**src/rtl/param_rr_arb_2x1.sv**
```systemverilog
// Two-source round-robin arbiter feeding a one-entry output register.
// The register refills on the same cycle it drains, so a busy consumer sees no bubbles.
module param_rr_arb_2x1 #(
  parameter int N = 3,
  localparam int W = 2**N
) (
  input  logic         clk,
  input  logic         reset,
  input  logic [W-1:0] x0_data,
  input  logic         x0_valid,
  output logic         x0_ready,
  input  logic [W-1:0] x1_data,
  input  logic         x1_valid,
  output logic         x1_ready,
  output logic [W-1:0] y_data,
  output logic         y_valid,
  input  logic         y_ready,
  output logic         sel
);

  typedef enum logic {EMPTY, FULL} state_t;

  state_t state;
  logic   last_grant;
  logic   can_load;
  logic   any_valid;
  logic   grant;
  logic   load;

  assign y_valid   = (state == FULL);
  assign can_load  = !y_valid | y_ready;
  assign any_valid = x0_valid | x1_valid;

  // A tie goes to whichever source did not win the previous load.
  assign grant    = (x0_valid & x1_valid) ? !last_grant : x1_valid;
  assign load     = can_load & any_valid & !reset;
  assign x0_ready = load & !grant;
  assign x1_ready = load & grant;

  always_ff @(posedge clk) begin
    if (reset) begin
      state      <= EMPTY;
      y_data     <= '0;
      sel        <= 1'b0;
      last_grant <= 1'b1;
    end else if (load) begin
      state      <= FULL;
      y_data     <= grant ? x1_data : x0_data;
      sel        <= grant;
      last_grant <= grant;
    end else if (y_valid && y_ready) begin
      state <= EMPTY;
    end
  end

endmodule

```
**config.mk**
```make
export PLATFORM = sky130hd
export DESIGN_NAME = param_rr_arb_2x1
export DESIGN_NICKNAME = d
export VERILOG_FILES = /design/src/rtl/param_rr_arb_2x1.sv
export SDC_FILE = /design/constraint.sdc
export NUM_CORES = 1
export LEC_CHECK = 0
export BUFFER_PORTS_ARGS = -buffer_cell sky130_fd_sc_hd__clkbuf_2
export CORE_AREA = 2 2 39 41
export CTS_CLUSTER_SIZE = 40
export DETAILED_ROUTE_END_ITERATION = 8
export DIE_AREA = 0 0 41 43
export PLACE_DENSITY_LB_ADDON = 0.3
export SKIP_LAST_GASP = 1
export SYNTH_ARGS = -nofsm -noshare
export SYNTH_HDL_FRONTEND = slang
export SYNTH_SLANG_ARGS = --single-unit
```
**constraint.sdc**
```tcl
create_clock -name clk -period 1.7 [get_ports clk]
set_input_delay 0.17 -clock clk [delete_from_list [all_inputs] [get_ports clk]]
set_output_delay 0.17 -clock clk [all_outputs]
set_load 0.005 [all_outputs]
```
==> results of run 1 <==
state kept, by name, indices dropped and copies added, names as in the netlist:
signal      count
y_valid         1
sel             1
y_data          8
last_grant      1
cell families (layout without fill, tap and decap cells):
group / after synthesis / count (layout) / synth area share, %
flip-flops: 11 / 11 / 40.6
AO/OA/AOI/OAI: 21 / 21 / 27.4
multiplexers: 8 / 8 / 14.7
buffers and inverters: 5 / 37 / 6.91
AND/OR/NAND/NOR: 9 / 9 / 10.4
metal layers:
metal / share of wire [%] / GRT usage, % / vias up
li1: - / - / 275
met1: 42 / 21.4 / 256
met2: 51 / 20.3 / 18
met3: 6.2 / 1.57 / 0
met4: 0 / 10.0 / 0
met5: 0 / 0 / -
power by group through the flow:
stage	clock (uW)	sequential, uW	combinational, uW
floorplan	0	299	78.9
global placement	0	297	127
detailed placement	0	297	129
CTS	179	291	130
global route	195	293	143
finish	173	291	128
cell usage after synthesis (all sizes together):
cell type  count
nand2b         1
o21ai          2
buf            3
inv            1
a21oi          4
or2            1
nor2           1
a21boi         1
clkbuf         1
a311oi         2
dfxtp         11
mux2i          8
and2           1
a211oi         6
nand3          2
nor2b          1
nor4           1
nor3           1
a31oi          6
how the worst min path moves through the flow:
stage	start	to	slack, ps	depth (start not counted)
2_1_floorplan	reset	last_grant$_SDFFE_PP1P_	340	2
3_5_place_dp	sel$_SDFFE_PP0P_	sel$_SDFFE_PP0P_	490	2
5_1_grt	x0_data[5]	y_data[5]$_SDFFE_PP0P_	240	3
6_report	x0_data[1]	y_data[1]$_SDFFE_PP0P_	230	3
3_3_place_gp	sel$_SDFFE_PP0P_	sel$_SDFFE_PP0P_	490	2
4_1_cts	x0_data[1]	y_data[1]$_SDFFE_PP0P_	230	3
tightest hold or removal path, stage by stage:
cell,delay [ps]
clkbuf_2,80
mux2i_1,110
a211oi_1,80
through the flow:
stage | setup slack [ps] | cell area, um^2 | total power, uW
2_1_floorplan | 606 | 543 | 378
3_3_place_gp | 403 | 689 | 424
3_5_place_dp | 389 | 689 | 427
4_1_cts | 98.3 | 716 | 600
5_1_grt | 13.8 | 716 | 631
6_report | 121 | 716 | 592
layout make-up:
type                            count  area [um^2]
Sequential cell                    11          220
Multi-Input combinational cell     38          285
Tap cell                           16         20.0
Clock buffer                        4         26.3
Inverter                            1         3.75
Timing Repair Buffer               32          160
Fill cell                         140          668
==> impl_metrics.py, run 1 <==
metrics = {
    "outcome": {
        "status": "complete, no violations",
    },
    "floorplan": {
        "rows": 14,
        "pin_count": 33,
        "core-area_um2": 1380,
        "dieArea_um2": 1760,
        "start_util_pct": 39.2,
        "chipHeight_um": 43,
        "die_w_um": 41,
    },
    "clocking": {
        "cts_root_buffer": "clkbuf_4",
        "postCtsHoldBufs": 0,
        "cts_buffer_depth": 2,
        "cts_resized": 0,
        "post-cts-setup-buffers": 0,
        "h-tree-depth": 1,
        "cts_buffers": 3,
        "cts_tree": "done",
        "cts_sinks": 11,
        "cts.clk_slew.worst_paths_ps": 70,
        "worstSkewPairLatency_ps": 260,
    },
    "setup_path": {
        "cpPeakStageDelay_ps": 340,
        "rr_endpoint": "y_data[2]$_SDFFE_PP0P_",
        "crit_start": "y_valid$_SDFFE_PP0P_",
        "cp.depth": 4,
        "rr_worst_depth": 3,
        "crit_type": "flop to output port",
        "reg2reg_from": "last_grant$_SDFFE_PP1P_",
        "cp_top_family": "simple AND/OR/NAND/NOR gates",
        "crit_required_ps": 1530,
        "worst-r2r-setup-slack_ps": 490,
        "critPathCapture": "x1_ready",
        "cp-end-kind": "output port",
        "start_kind": "flop",
        "path_buf_inv": 1,
        "crit_slowest_cell": "nor3_2",
        "path_max_fanout": 7,
        "arrival_ps": 1410,
        "crit_chain": "nor2b_1 -> nor3_2 -> and2_2 -> clkbuf_2",
    },
    "synthesis": {
        "synth_nets": 75,
        "synth.distinct_cells": 20,
        "syn_inst": 54,
        "synth_area_leader_cell": "dfxtp_1",
        "ys_seq_area_share_pct": 40.6,
        "syn_avg_cell_area_um2": 10.1,
        "synth_area_leaders": "dfxtp_1 (41%), mux2i_1 (15%), a211oi_1 (8.3%), a31oi_1 (6.9%), a21oi_1 (3.7%)",
        "ys_ff_latch": 11,
        "yosys_warnings": 0,
        "synth_top_area_share_pct": 40.6,
        "syn-cell-area_um2": 543,
    },
    "placed_design": {
        "gp_congestion": 0.698,
        "dp.final_hpwl_um": 866,
        "dp_cells": 98,
        "io_buffer_count": 32,
    },
    "routing": {
        "wl_per_cell_um": 11.4,
        "drtIter0Drc": 12,
        "vias": 549,
        "drt-vias-per-instance": 5.38,
        "ant_nets": 0,
        "drc_errors": 0,
        "wirelength_mm": 1.16,
        "drt_pass1_iterations": 4,
    },
    "cells_and_area": {
        "final_cells": 102,
        "final_nets": 108,
        "layout.cells.most_common": "clkbuf_2",
        "drive_gt1_share_pct": 44.2,
        "num_antenna_cells": 0,
        "syn2layout_area_growth_pct": 31.8,
        "fin_util_pct": 51.7,
        "layout_common_cells": "clkbuf_2 (32), dfxtp_1 (11), mux2i_1 (8)",
    },
    "sta": {
        "min_period_over_period_pct": 92.9,
        "tightest_slew_ps": 439,
        "holdWs_ps": 227,
        "rsz0062_at_grt": "no",
        "maxSlewHeadroom_pct": 70.6,
        "fmax_mhz": 633,
        "skew_ps": 1.62,
        "finalHoldViolCount": 0,
        "fin_setup_tns_ps": 0,
        "setup_viol": 0,
        "slew_violations": 0,
        "period_minus_slack_ps": 1580,
    },
    "grt": {
        "gr-usage-all-layers_pct": 15.0,
        "grt_pass1_wl_mm": 1.83,
        "grt_start_max_net_pins": 14,
        "grt_antenna_before_repair": 0,
        "grt_pass1_vias": 445,
        "grt-ovfl-total": 0,
    },
    "pwr": {
        "pwr-share-seq_pct": 49.2,
        "intPower_uw": 435,
        "p_sw_uw": 157,
        "max-vdd-ir-drop_uv": 395,
        "pwr-share-clk_pct": 29.2,
        "switching_share_pct": 26.5,
        "pwr-share-comb_pct": 21.7,
        "leakage_uw": 0.000334,
        "p_per_area_nw_per_um2": 827,
    },
    "worst_hold_path": {
        "hold_path_class": "input port to flop",
    },
    "flow_run": {
        "cap_violations": 0,
    },
}
Note: power is estimated with default switching activity, not from simulation.
==> run 2, diff against run 1 <==
==> constraint.sdc (replaced) <==
create_clock -name clk -period 1.9 [get_ports clk]
set_input_delay 0.19 -clock clk [delete_from_list [all_inputs] [get_ports clk]]
set_output_delay 0.19 -clock clk [all_outputs]
set_load 0.005 [all_outputs]
==> run 2 against run 1 <==
Effect of this change: worst hold slack improved by 21 ps; flip-flop and latch count unchanged; die area unchanged; sequential power down 10%; global-route usage decreased by 0.20 points; critical path depth stayed put; first-iteration DRC count is 83% lower; setup slack better by 170 ps; core utilization is the same; non-clock buffer count unchanged; clock skew grew 1.7 ps.
==> impl_metrics.py, run 2 (synthesis gave the netlist of run 1 again) <==
metrics = {
    "outcome": {
        "status": "complete, no violations",
    },
    "pwr": {
        "leakage_uw": 0.000334,
        "power_uw": 532,
        "p_per_area_nw_per_um2": 744,
        "max-vdd-ir-drop_uv": 354,
    },
    "sta": {
        "tightest_slew_ps": 462,
        "skew_ps": 3.30,
        "fmax_mhz": 623,
        "maxSlewHeadroom_pct": 69.2,
        "setup_slack_ps": 295,
        "min_period_over_period_pct": 84.5,
        "fin_setup_tns_ps": 0,
        "finalHoldViolCount": 0,
        "slew_violations": 0,
        "rsz0062_at_grt": "no",
        "setup_viol": 0,
        "holdWs_ps": 248,
        "period_minus_slack_ps": 1610,
    },
    "routing": {
        "wl_per_cell_um": 12.3,
        "vias": 547,
        "drt_pass1_iterations": 2,
        "ant_nets": 0,
        "wirelength_mm": 1.25,
        "drt-vias-per-instance": 5.36,
        "drc_errors": 0,
        "drtIter0Drc": 2,
    },
    "setup_path": {
        "crit_required_ps": 1710,
        "cp_top_family": "simple AND/OR/NAND/NOR gates",
        "start_kind": "flop",
        "crit_type": "flop to output port",
        "cpPeakStageDelay_ps": 330,
        "cp-end-kind": "output port",
        "arrival_ps": 1420,
        "path_buf_inv": 1,
        "crit_slowest_cell": "nor3_2",
        "path_max_fanout": 7,
        "crit_chain": "nor2b_1 -> nor3_2 -> and2_2 -> clkbuf_2",
    },
    "placed_design": {
        "dp.final_hpwl_um": 945,
        "gp_congestion": 0.690,
        "io_buffer_count": 32,
        "place_ws_ps": 538,
    },
    "clocking": {
        "worstSkewPairLatency_ps": 260,
        "cts_resized": 0,
        "post-cts-setup-buffers": 0,
        "cts_root_buffer": "clkbuf_4",
        "cts_buffers": 3,
        "cts_sinks": 11,
        "postCtsHoldBufs": 0,
        "cts_buffer_depth": 2,
        "cts_tree": "done",
        "cts.clk_slew.worst_paths_ps": 70,
        "h-tree-depth": 1,
    },
    "floorplan": {
        "core-area_um2": 1380,
        "die_w_um": 41,
        "pin_count": 33,
        "chipHeight_um": 43,
        "start_util_pct": 39.2,
        "dieArea_um2": 1760,
        "rows": 14,
    },
    "cells_and_area": {
        "fin_util_pct": 51.7,
        "layout_common_cells": "clkbuf_2 (32), dfxtp_1 (11), mux2i_1 (8)",
        "regMostFlops": "y_data",
        "largest_reg_flops": 8,
        "final_nets": 108,
        "syn2layout_area_growth_pct": 31.8,
        "num_antenna_cells": 0,
        "layout.cells.most_common": "clkbuf_2",
        "drive_gt1_share_pct": 44.2,
        "fill_cells": 147,
    },
    "grt": {
        "grt-ovfl-total": 0,
        "grt_pass1_vias": 485,
        "grt_pass1_wl_mm": 1.79,
        "grt_antenna_before_repair": 0,
        "grt_busiest_layer": "met2",
        "grt_use_met2_pct": 25.3,
        "gr-usage-all-layers_pct": 14.8,
        "use_met3_pct": 1.57,
        "grtUsageMet1_pct": 15.6,
        "grt_start_max_net_pins": 14,
    },
    "worst_hold_path": {
        "hold_path_class": "input port to flop",
    },
    "flow_run": {
        "cap_violations": 0,
    },
}
-- run 2: power by group --
part,total [uW],switching (uW),internal (uW)
clock network,156,74.5,81.1
logic,115,57.0,58.2
registers,261,11.1,250
-- run 2: per-layer routing --
metal	part of all wire [%]	wire, um
met3	5.3	67
met2	51	641
met5	0	0
met4	0	0
met1	43	544
-- run 2: per-stage QoR --
stage               instances  instance area (um^2)
detailed placement         98                   689
CTS                       102                   716
global route              102                   716
finish                    102                   716
floorplan                  54                   543
global placement           98                   689
-- run 2: worst reg2reg max path, stage by stage, from the launching register on --
cell and delay (ps):
dfxtp_1 340, a21boi_4 400, mux2i_1 130, a311oi_1 280
-- run 2: worst paths after layout --
kind	startpoint	end	slack, ps	cells past startpoint
max	y_valid$_SDFFE_PP0P_	x1_ready	290	4
min	x0_data[2]	y_data[2]$_SDFFE_PP0P_	250	3
max reg2reg	last_grant$_SDFFE_PP1P_	y_data[0]$_SDFFE_PP0P_	660	3
min reg2reg	sel$_SDFFE_PP0P_	sel$_SDFFE_PP0P_	490	2
-- run 2: cell type report --
cell class	count	area [um^2]	share of cell area, %
timing repair buffer	32	160	22.4
clock buffer	4	26.3	3.67
multi-input combinational	38	285	39.9
inverter	1	3.75	0.524
tap	16	20.0	2.80
sequential	11	220	30.8
==> run 3, diff against run 2 <==
--- a/config.mk
+++ b/config.mk
@@ -5,11 +5,11 @@
 export SDC_FILE = /design/constraint.sdc
 export NUM_CORES = 1
 export LEC_CHECK = 0
+export ABC_AREA = 1
 export BUFFER_PORTS_ARGS = -buffer_cell sky130_fd_sc_hd__clkbuf_2
-export CORE_AREA = 2 2 39 41
+export CORE_UTILIZATION = 36
 export CTS_CLUSTER_SIZE = 40
 export DETAILED_ROUTE_END_ITERATION = 8
-export DIE_AREA = 0 0 41 43
 export PLACE_DENSITY_LB_ADDON = 0.3
 export SKIP_LAST_GASP = 1
 export SYNTH_ARGS = -nofsm -noshare
==> constraint.sdc (replaced) <==
create_clock -name clk -period 1.3 [get_ports clk]
set_input_delay 0.13 -clock clk [delete_from_list [all_inputs] [get_ports clk]]
set_output_delay 0.13 -clock clk [all_outputs]
set_load 0.005 [all_outputs]
==> run 3 against run 2 <==
Effect of this change: non-clock buffer count up 4; power grew 52%; clock-buffer cell count is the same; largest cell class unchanged.
==> impl_metrics.py, run 3 <==
metrics = {
    "outcome": {
        "status": "complete, no violations",
    },
    "clocking": {
        "cts_tree": "done",
        "cts_buffers": 3,
        "cts_sinks": 11,
        "cts_root_buffer": "clkbuf_4",
        "cts.clk_slew.worst_paths_ps": 80,
        "cts_buffer_depth": 2,
        "h-tree-depth": 1,
        "worstSkewPairLatency_ps": 270,
    },
    "routing": {
        "ant_nets": 0,
        "drc_errors": 0,
        "drt-vias-per-instance": 4.74,
        "wirelength_mm": 1.41,
        "drt_pass1_iterations": 4,
        "vias": 635,
        "wl_per_cell_um": 10.5,
        "drtIter0Drc": 11,
    },
    "pwr": {
        "max-vdd-ir-drop_uv": 657,
        "p_per_area_nw_per_um2": 1000,
        "power_uw": 807,
        "leakage_uw": 0.000465,
    },
    "setup_path": {
        "cp_top_family": "flip-flops",
        "path_max_fanout": 9,
        "crit_type": "flop to output port",
        "arrival_ps": 1130,
        "rr_worst_depth": 6,
        "crit_required_ps": 1170,
        "cp-end-kind": "output port",
        "start_kind": "flop",
        "crit_slowest_cell": "dfxtp_2",
        "path_buf_inv": 3,
        "worst-r2r-setup-slack_ps": 290,
        "cpPeakStageDelay_ps": 340,
        "rr_endpoint": "y_data[2]$_SDFFE_PP0P_",
        "reg2reg_from": "y_valid$_SDFFE_PP0P_",
        "crit_chain": "nand2_4 -> nand2_4 -> inv_1 -> nand2_2 -> inv_1 -> clkbuf_2",
    },
    "sta": {
        "holdWs_ps": 181,
        "fmax_mhz": 796,
        "skew_ps": 7.60,
        "finalHoldViolCount": 0,
        "period_minus_slack_ps": 1260,
        "maxSlewHeadroom_pct": 84.1,
        "slew_violations": 0,
        "tightest_slew_ps": 239,
        "setup_slack_ps": 43.5,
        "min_period_over_period_pct": 96.7,
        "setup_viol": 0,
    },
    "synthesis": {
        "synth_area_leaders": "dfxtp_1 (40%), nand2_1 (24%), nand3_1 (9.0%), a21oi_1 (8.1%), nand2_4 (4.1%)",
        "ys.flop_type": "dfxtp_1",
        "syn_avg_cell_area_um2": 6.84,
        "synth_nets": 102,
        "ys_ff_latch": 11,
        "synth_edf_count": 0,
        "synth_area_leader_cell": "dfxtp_1",
        "synth_top_area_share_pct": 39.7,
        "synth_top_cells_by_count": "nand2_1 (36), dfxtp_1 (11), nand3_1 (10)",
        "synth_most_common_cell": "nand2_1",
        "syn_inst": 81,
        "async_flop_share_pct": 0,
        "syn-cell-area_um2": 554,
        "synth.distinct_cells": 13,
        "ys_seq_area_share_pct": 39.7,
        "yosys_warnings": 0,
    },
    "flow_run": {
        "cap_violations": 0,
    },
    "floorplan": {
        "chipHeight_um": 41.2,
        "rows": 13,
        "start_util_pct": 40.6,
        "core-area_um2": 1370,
        "die_w_um": 41.2,
        "dieArea_um2": 1700,
        "pin_count": 33,
    },
    "cells_and_area": {
        "layout.cells.most_common": "nand2_1",
        "layout_common_cells": "nand2_1 (34), clkbuf_2 (32), nand3_1 (10)",
        "regMostFlops": "y_data",
        "drive_gt1_share_pct": 42.0,
        "fill_cells": 142,
        "syn2layout_area_growth_pct": 45.6,
        "final_cells": 134,
        "num_antenna_cells": 0,
        "final_nets": 141,
        "largest_reg_flops": 8,
    },
    "grt": {
        "gr-usage-all-layers_pct": 18.3,
        "grt-ovfl-total": 0,
        "grt_start_max_net_pins": 11,
        "grt_antenna_before_repair": 0,
        "grt_pass1_wl_mm": 1.98,
        "grt_pass1_vias": 511,
    },
    "placed_design": {
        "dp.final_hpwl_mm": 1.01,
        "gp_congestion": 0.760,
        "place_ws_ps": 202,
        "io_buffer_count": 32,
        "dp_cells": 127,
    },
    "worst_hold_path": {
        "hold_path_class": "input port to flop",
        "hold_start": "x0_data[1]",
        "holdPathStages": 5,
        "hold_end": "y_data[1]$_SDFFE_PP0P_",
    },
}
-- run 3: cell count changes after synthesis, sizes merged, moves of 2 or more --
cell | previous run | this run
a211oi | 6 | 0
a21oi | 4 | 9
a311oi | 2 | 0
a31oi | 6 | 0
inv | 1 | 6
mux2i | 8 | 0
nand2 | 0 | 40
nand3 | 2 | 11
o21ai | 2 | 0
-- run 3: worst reg2reg max path: stages, from the launching register on --
cell,delay (ps)
dfxtp_2,340
nand2_4,80
nand2_4,80
nor2_8,110
buf_4,150
nand2_1,60
a21oi_1,110
-- run 3: per-stage QoR --
| step | utilization (%) | TNS (ps) | area [um^2] |
|---|---|---|---|
| final | 59.1 | 0 | 807 |
| after floorplan | - | 0 | 554 |
| after global routing | 59.1 | -15.5 | 807 |
| after detailed placement | 53.3 | 0 | 728 |
| after CTS | 57.2 | -15.2 | 782 |
| after global placement | 53.3 | 0 | 728 |
-- run 3: how the worst max path moves through the flow --
stage | start | end | slack, ps | cells past startpoint
final | last_grant$_SDFFE_PP1P_ | x1_ready | 40 | 6
after global routing | last_grant$_SDFFE_PP1P_ | x1_ready | -20 | 6
after CTS | last_grant$_SDFFE_PP1P_ | x1_ready | -20 | 6
after detailed placement | x1_valid | x1_ready | 200 | 8
after global placement | x1_valid | x1_ready | 220 | 8
after floorplan | y_valid$_SDFFE_PP0P_ | x1_ready | 360 | 5
-- run 3: layer usage --
layer | GRT usage, % | vias up | routed length, um
li1 | - | 334 | -
met1 | 20.2 | 277 | 606
met2 | 30.9 | 24 | 682
met3 | 9.24 | 0 | 120
met4 | 4.84 | 0 | 0
met5 | 0 | - | 0
-- run 3: layout make-up --
cell class / instances / area, um^2 / area share (%)
clock buffer: 4 / 26.3 / 3.26
inverter: 6 / 22.5 / 2.79
multi-input combinational: 62 / 327 / 40.5
sequential: 11 / 223 / 27.6
tap: 15 / 18.8 / 2.33
timing repair buffer: 36 / 190 / 23.6
-- run 3: what timing repair did --
item                       4_1_cts  5_1_grt
setup buffers                    1        2
pin swaps                        1        2
setup endpoints to repair        2        2
hold buffers                     0        0
gates cloned                     0        0
gates resized for setup          4        4
-- run 3: kinds of logic after synthesis --
group / synth area share (%)
AO/OA/AOI/OAI: 8.13
AND/OR/NAND/NOR: 45.8
buffers and inverters: 6.32
flip-flops: 39.7
-- run 3: power breakdown --
| part | internal [uW] | leakage, uW | switching [uW] |
|---|---|---|---|
| Combinational | 89.1 | 0.000359 | 105 |
| Sequential | 361 | 0.0000903 | 13.5 |
| Clock | 119 | 0.0000150 | 119 |
